File: config.mk
export PLATFORM = sky130hd
export DESIGN_NAME = arima_result_writer
export DESIGN_NICKNAME = d
export VERILOG_FILES = /design/src/rtl/arima_result_writer.sv
export SDC_FILE = /design/constraint.sdc
export NUM_CORES = 1
export LEC_CHECK = 0
export ABC_AREA = 1
export BUFFER_PORTS_ARGS = -buffer_cell sky130_fd_sc_hd__buf_2
export CAP_MARGIN = 20
export CORE_ASPECT_RATIO = 1.2
export CORE_MARGIN = 2
export CORE_UTILIZATION = 61
export DETAILED_ROUTE_END_ITERATION = 7
export PLACE_DENSITY = 0.8
export SKIP_CTS_REPAIR_TIMING = 1
export SYNTH_ARGS = -nofsm -noshare
export SYNTH_HDL_FRONTEND = slang
export SYNTH_SLANG_ARGS = --single-unit
File: constraint.sdc
create_clock -name clk -period 5.79 [get_ports clk]
set_input_delay 0.579 -clock clk [delete_from_list [all_inputs] [get_ports clk]]
set_output_delay 0.579 -clock clk [all_outputs]
set_load 0.005 [all_outputs]
File: src/rtl/arima_result_writer.sv
// Result writer for the ARIMA anomaly core: buffers (prediction, label, address) tuples in a
// show-ahead FIFO, drains them over a valid/ready write port and tracks anomaly statistics.
module arima_result_writer #(
  parameter int N       = 32,
  parameter int AW      = 32,
  parameter int DEPTH   = 8,
  parameter int RUN_LEN = 3,
  parameter int CNT_W   = 16
) (
  input  logic             clk,
  input  logic             reset,
  input  logic             in_valid,
  input  logic [N-1:0]     in_data,
  input  logic [AW-1:0]    in_addr,
  input  logic             in_label,
  input  logic             clear,
  output logic             out_wren,
  output logic [N-1:0]     out_data,
  output logic [AW-1:0]    out_addr,
  output logic             out_label,
  input  logic             out_ready,
  output logic [CNT_W-1:0] anomaly_count,
  output logic             alarm,
  output logic             drop,
  output logic             fifo_full,
  output logic             fifo_empty
);

  localparam int PW = $clog2(DEPTH);
  localparam int RW = $clog2(RUN_LEN + 1);
  localparam int EW = 1 + AW + N;
  localparam logic [CNT_W-1:0] CNT_MAX = {CNT_W{1'b1}};
  localparam logic [RW-1:0]    RUN_MAX = RW'(RUN_LEN);

  typedef enum logic {
    S_EMPTY,
    S_HOLD
  } state_t;

  state_t           state, state_nxt;
  logic [EW-1:0]    mem [DEPTH];
  logic [PW:0]      wr_ptr, rd_ptr, count;
  logic [PW:0]      wr_ptr_nxt, rd_ptr_nxt, count_nxt, count_after_pop;
  logic             push, pop;
  logic             load_head;
  logic [EW-1:0]    head_nxt;
  logic [EW-1:0]    in_entry;

  logic [RW-1:0]    run, run_nxt;
  logic [CNT_W-1:0] anomaly_count_nxt;
  logic             alarm_nxt, drop_nxt;

  assign fifo_full  = (count == (PW+1)'(DEPTH));
  assign fifo_empty = (count == '0);
  assign pop        = out_wren & out_ready;
  assign push       = in_valid & (~fifo_full | pop);
  assign in_entry   = {in_label, in_addr, in_data};

  // Pointer and occupancy bookkeeping; the wrap bit disambiguates full from empty.
  always_comb begin
    wr_ptr_nxt      = wr_ptr + (PW+1)'(push);
    rd_ptr_nxt      = rd_ptr + (PW+1)'(pop);
    count_after_pop = count - (PW+1)'(pop);
    count_nxt       = count_after_pop + (PW+1)'(push);
  end

  // Output-register state machine; the head is reloaded on every pop and on a push into empty.
  always_comb begin
    state_nxt = state;
    load_head = 1'b0;
    unique case (state)
      S_EMPTY: begin
        if (push) begin
          state_nxt = S_HOLD;
          load_head = 1'b1;
        end
      end
      S_HOLD: begin
        if (pop) begin
          load_head = 1'b1;
          if (count_after_pop == '0 && !push) state_nxt = S_EMPTY;
        end
      end
      default: state_nxt = S_EMPTY;
    endcase
  end

  // When nothing older survives the pop, the incoming sample becomes the head directly.
  always_comb begin
    head_nxt = '0;
    if (count_after_pop != '0) head_nxt = mem[rd_ptr_nxt[PW-1:0]];
    else if (push)             head_nxt = in_entry;
  end

  always_ff @(posedge clk) begin
    if (push) mem[wr_ptr[PW-1:0]] <= in_entry;
  end

  always_ff @(posedge clk) begin
    if (!reset) begin
      state     <= S_EMPTY;
      wr_ptr    <= '0;
      rd_ptr    <= '0;
      count     <= '0;
      out_data  <= '0;
      out_addr  <= '0;
      out_label <= 1'b0;
    end else begin
      state  <= state_nxt;
      wr_ptr <= wr_ptr_nxt;
      rd_ptr <= rd_ptr_nxt;
      count  <= count_nxt;
      if (load_head) {out_label, out_addr, out_data} <= head_nxt;
    end
  end

  assign out_wren = (state == S_HOLD);

  // Statistics: clear acts first, then an accepted push in the same cycle is folded in.
  always_comb begin
    anomaly_count_nxt = clear ? '0 : anomaly_count;
    run_nxt           = clear ? '0 : run;
    alarm_nxt         = clear ? 1'b0 : alarm;
    drop_nxt          = clear ? 1'b0 : drop;
    if (push) begin
      if (in_label) begin
        if (anomaly_count_nxt != CNT_MAX) anomaly_count_nxt = anomaly_count_nxt + 1'b1;
        if (run_nxt != RUN_MAX)           run_nxt = run_nxt + 1'b1;
        if (run_nxt == RUN_MAX)           alarm_nxt = 1'b1;
      end else begin
        run_nxt = '0;
      end
    end
    if (in_valid && fifo_full && !pop) drop_nxt = 1'b1;
  end

  always_ff @(posedge clk) begin
    if (!reset) begin
      anomaly_count <= '0;
      run           <= '0;
      alarm         <= 1'b0;
      drop          <= 1'b0;
    end else begin
      anomaly_count <= anomaly_count_nxt;
      run           <= run_nxt;
      alarm         <= alarm_nxt;
      drop          <= drop_nxt;
    end
  end

endmodule
# Word-level counts from Yosys, hierarchy flattened
# Memories as Yosys holds them, arrays and structs flattened.
# Index checks and enable logic that the tools add are counted.
# Widths: inputs -> output; s select.
[totals] inputBits=70 mem_bits_ro=0 latch_bits=0 ramBits=520 regBits=98 wordCells=61 memories=1
[classes] eq_ne=4 mux=25 magnitude_cmp=0 n_addsub=6 div_mod_pow=0 n_reduce_logical=9 n_bitwise=5 n_mul=0 n_shift=0
[memory_table] name="mem" words=8 word_bits=65 rd=1 rd_clocked_by_memory_dff=0 wr=1 line="41" rtl="logic [EW-1:0] mem [DEPTH];"
[ops] operator="$mux 65" n=2
[ops] operator="$mux 16" n=4
[ops] operator="$add 16x1->16 const B" n=1
[ops] operator="$ne 16x16->1 const B" n=1
[ops] operator="$add 4x1->4" n=3
[ops] operator="$mux 2" n=6
[ops] operator="$mux 1" n=11
[ops] operator="$logic_not 4->1" n=2
[ops] operator="$eq 4x4->1 const B" n=1
[ops] operator="$pmux 1 s2" n=2
[ops] operator="$reduce_bool 4->1" n=1
[ops] operator="$sub 4x1->4" n=1
[ops] operator="$logic_and 1x1->1" n=3
[ops] operator="$add 2x1->2 const B" n=1
[ops] operator="$and 1x1->1" n=2
[ops] operator="$eq 2x2->1 const B" n=1
[ops] operator="$logic_not 1->1" n=2
[ops] operator="$ne 2x2->1 const B" n=1
[ops] operator="$not 1->1" n=2
[ops] operator="$reduce_bool 2->1" n=1
[ops] operator="$or 1x1->1" n=1

# Longest topological paths before layout
[depth] depth_word=9 ltp_mapped=15 ltp_nobuf=14

# Worst setup path before layout
# No wires, ideal clock.
[synth_path] path_type="input to register" from="in out_ready" to="mem mem[1][0] (netlist name) (enable)" path_slack_ns=1.354 stages=7 path_buffers=1 t_arrival_ns=3.947 cell_sequence="nand2_1 > nand3_2 > nand2_2 > inv_2 > buf_2 > nand2_1 > nor2_1"
[synth_via] elab_chain_cells=5
[synth_lines] item="start: declaration" line="21" rtl="input logic out_ready,"
[synth_lines] item="$and 1x1->1" line="55" rtl="assign pop = out_wren & out_ready;"
[synth_lines] item="$or 1x1->1" line="56" rtl="assign push = in_valid & (~fifo_full | pop);"
[synth_lines] item="$and 1x1->1" line="56"
[synth_lines] item="$mux 1" line="96" rtl="if (push) mem[wr_ptr[PW-1:0]] <= in_entry;"
[synth_lines] item="$mux 1 (not written as such)" line="96"
[synth_lines] item="end: declaration" line="41"
# Every way passes these cells.

# Final worst setup path
[layout_path] from="reg state, in the netlist out_wren" to="reg out_data[3]"
[layout_via] elab_cells_between_ends=13 cone_classes="add/sub: 2; mux: 5; bitwise: 4; reduce/logical: 1; memory: 1"
[layout_lines] item="start: declaration" line="40" rtl="state_t state, state_nxt;"
[layout_lines] item="start signal: assignment" line="109" rtl="state <= state_nxt;"
[layout_lines] item="$and 1x1->1" line="55"
[layout_lines] item="$add 4x1->4" line="62" rtl="rd_ptr_nxt = rd_ptr + (PW+1)'(pop);"
[layout_lines] item="via rd_ptr_nxt[1]" line="43" rtl="logic [PW:0] wr_ptr_nxt, rd_ptr_nxt, count_nxt, count_after_pop;"
[layout_lines] item="$mem_v2 8x65"
[layout_lines] item="$mux 65" line="91" rtl="if (count_after_pop != '0) head_nxt = mem[rd_ptr_nxt[PW-1:0]];"
[layout_lines] item="end signal: assignment" line="113" rtl="if (load_head) {out_label, out_addr, out_data} <= head_nxt;"
[layout_lines] item="end: declaration" line="18" rtl="output logic [N-1:0] out_data,"
# The timed path passes the listed nets, and every way through them passes these cells.
# A chain may end at the register's enable or synchronous reset.

==> flow_summary.yaml <==
worst_hold_path:
  hp-class: "input port to flip-flop"
floorplan:
  initial_core_util_pct: 61.8
  die_w_um: 190
  io_pins: 156
  fp.dieArea_mm2: 0.0431
  row_count: 81
  die_h_um: 227
  core_area_mm2: 0.0408
route:
  drc_errors: 0
  vias: 17500
  post_drt_wl_per_cell_um: 20.4
  viasPerCell: 5.99
  drt_iter0_drc: 2409
  firstDrtPassIters: 6
  drt_wl_total_um: 59700
  ant_nets: 0
critical_path:
  cp.arrival_ns: 3.92
  endpoint_kind: "flip-flop"
  startpoint_type: "flip-flop"
  crit_path_end: "out_data[3]"
  required_ns: 6.33
  r2r_start: "out_wren"
  reg2reg_to: "out_data[3]"
  reg2reg_slack_ns: 2.41
  cp-startpoint: "out_wren"
  worstSetupPathType: "flip-flop to flip-flop"
  worst-path-max-fanout: 196
  rr_worst_depth: 11
place:
  detailed_place_hpwl_um: 29700
  routabilityCongestion: 0.837
  place_inst: 2810
  io_buffers: 155
power:
  power.leakage_nw: 10.5
  ir_drop_mv: 0.408
  power.density_mw_per_mm2: 372
logic_synthesis:
  ys_ff_latch: 616
  synth_area_mm2: 0.0253
  postSynthCellCount: 2239
  synth_nets: 2318
  synth_cell_types: 32
  syn_avg_cell_area_um2: 11.3
  synth_warnings: 0
  ys_seq_area_share_pct: 69.4
sta:
  setup_tns_ns: 0
  worst_pin_slew_ns: 1.44
  drv_slew: 0
  setup-violations-final: 0
  finalCriticalPeriod_ns: 3.38
  fin_crit_sh_pct: 58.3
  hold_viol: 0
  slew_headroom_pct: 3.75
  finalClockSkew_ns: 0.0181
  rsz0062_at_grt: "false"
  fmax_mhz: 296
clock_tree:
  cts_sinks: 616
  htree_levels: 2
  clockBufferDepth: 3
  path_clk_slew_ns: 0.06
  root_buffer: "clkbuf_16"
  cts_tree: "built"
  clk_latency_ns: 0.59
  cts_made_buffers: 56
layout:
  regArea_mm2: 0.0175
  drive_gt1_share_pct: 13.5
  area.growth.synth_to_final_pct: 11.6
  nFillCells: 2728
  final_cells: 2924
  multiInputGateArea_mm2: 0.00637
  mostFrequentLayoutCells: "520 x edfxtp_1, 433 x nor2_1, 242 x o21ai_0, 217 x nand3_1, 155 x buf_2"
  final_common_cell: "edfxtp_1"
  nNetsFinal: 2409
global_route:
  grt_use_total_pct: 27.8
  met1_usage_pct: 36.0
  grt_max_degree: 262
  busiest_layer: "met2"
  grt_pass1_vias: 17200
  grt_pass1_wl_um: 92300
  grt_use_met3_pct: 4.19
  antenna_found_initial: 6
  grt_util_met2_pct: 47.2
  grt_overflow: 0
status:
  status: "complete, no violations"
flow_run:
  cap_violations: 0
-- cell type report --
cell class,count,area share [%]
sequential,616,62.2
multi-input combinational,1299,22.6
clock buffer,79,5.49
timing repair buffer,180,3.77
tap,539,2.39
inverter,177,2.38
clock inverter,26,1.08
antenna,8,0.0710
-- where the power goes --
group          internal [mW]  switching, mW
Clock                   2.14           1.58
Sequential              5.04         0.0929
Combinational          0.487           1.16
-- Yosys cell counts --
cell type / number / area [um^2]
nand3_1: 217 / 1090
nand4_1: 3 / 18.8
inv_4: 1 / 6.26
inv_2: 30 / 113
a21oi_1: 11 / 55.1
clkbuf_1: 56 / 210
nor2_2: 6 / 37.5
buf_4: 10 / 75.1
xor2_1: 2 / 17.5
o21ai_2: 1 / 8.76
inv_1: 146 / 548
o21ai_0: 242 / 1210
buf_2: 49 / 245
nand3b_1: 2 / 15.0
ha_1: 9 / 113
nand3_2: 2 / 20.0
nand2_2: 3 / 18.8
o211ai_1: 128 / 961
o21bai_1: 3 / 22.5
nor3_1: 6 / 30.0
or2_2: 1 / 6.26
a221oi_1: 1 / 8.76
dfxtp_1: 96 / 1920
a211oi_1: 1 / 7.51
buf_6: 19 / 214
o21ai_1: 94 / 470
edfxtp_1: 520 / 15600
xnor2_1: 1 / 8.76
nand4_4: 1 / 21.3
buf_1: 13 / 48.8
nand2_1: 124 / 465
nor2_1: 441 / 1660
-- flip-flops by register name (all words and copies together) (netlist names) --
name,count
wr_ptr,3
mem,520
anomaly_count,16
out_data,32
rd_ptr,3
out_addr,32
drop,1
out_wren,1
alarm,1
out_label,1
count,4
run,2
-- critical path, cell delays in order (launching register included) --
cell	delay, ns
dfxtp_1	0.37
nand2_1	0.18
inv_1	0.11
ha_4	0.17
ha_4	0.70
buf_12	0.53
o21ai_0	0.32
o211ai_1	0.32
nand3_1	0.11
nand3_1	0.11
nand2_1	0.07
inv_1	0.05
-- layer usage --
metal,share of wire (%),wire (um)
met1,38,22800
met2,50,30100
met3,8.5,5050
met4,2.9,1710
met5,0,0
-- how the worst min path moves through the flow --
stage	start	end	depth (start not counted)
after floorplan	alarm	alarm	2
after global placement	run[1]	run[1]	2
after detailed placement	drop	drop	2
after CTS	in_addr[31]	mem[3][63]	1
after global routing	in_data[2]	mem[1][2]	1
final	in_addr[31]	mem[3][63]	1
-- cells by family (layout without fill, tap and decap cells) --
family / Yosys count / after routing / share of synthesized area, %
AND/OR/NAND/NOR: 806 / 806 / 13.4
adder cells (fa/ha/maj): 9 / 9 / 0.446
flip-flops: 616 / 616 / 69.4
buffers and inverters: 324 / 462 / 5.78
other: 0 / 8 / 0
XOR/XNOR: 3 / 3 / 0.104
AO/OA/AOI/OAI: 481 / 481 / 10.9
-- per-stage QoR --
step	instance area (um^2)	util, %	worst slack, ns	total power, mW	hold slack (ns)
6_report	28200	69.0	2.41	10.5	0.267
5_1_grt	28200	69.0	2.29	10.9	0.260
4_1_cts	28100	68.9	2.51	10.5	0.246
3_5_place_dp	26300	64.4	2.31	6.84	0.492
3_3_place_gp	26300	64.3	2.45	6.77	0.470
2_1_floorplan	25300	-	1.35	6.33	0.455
No activity file was read; power rests on OpenSTA's default activity.
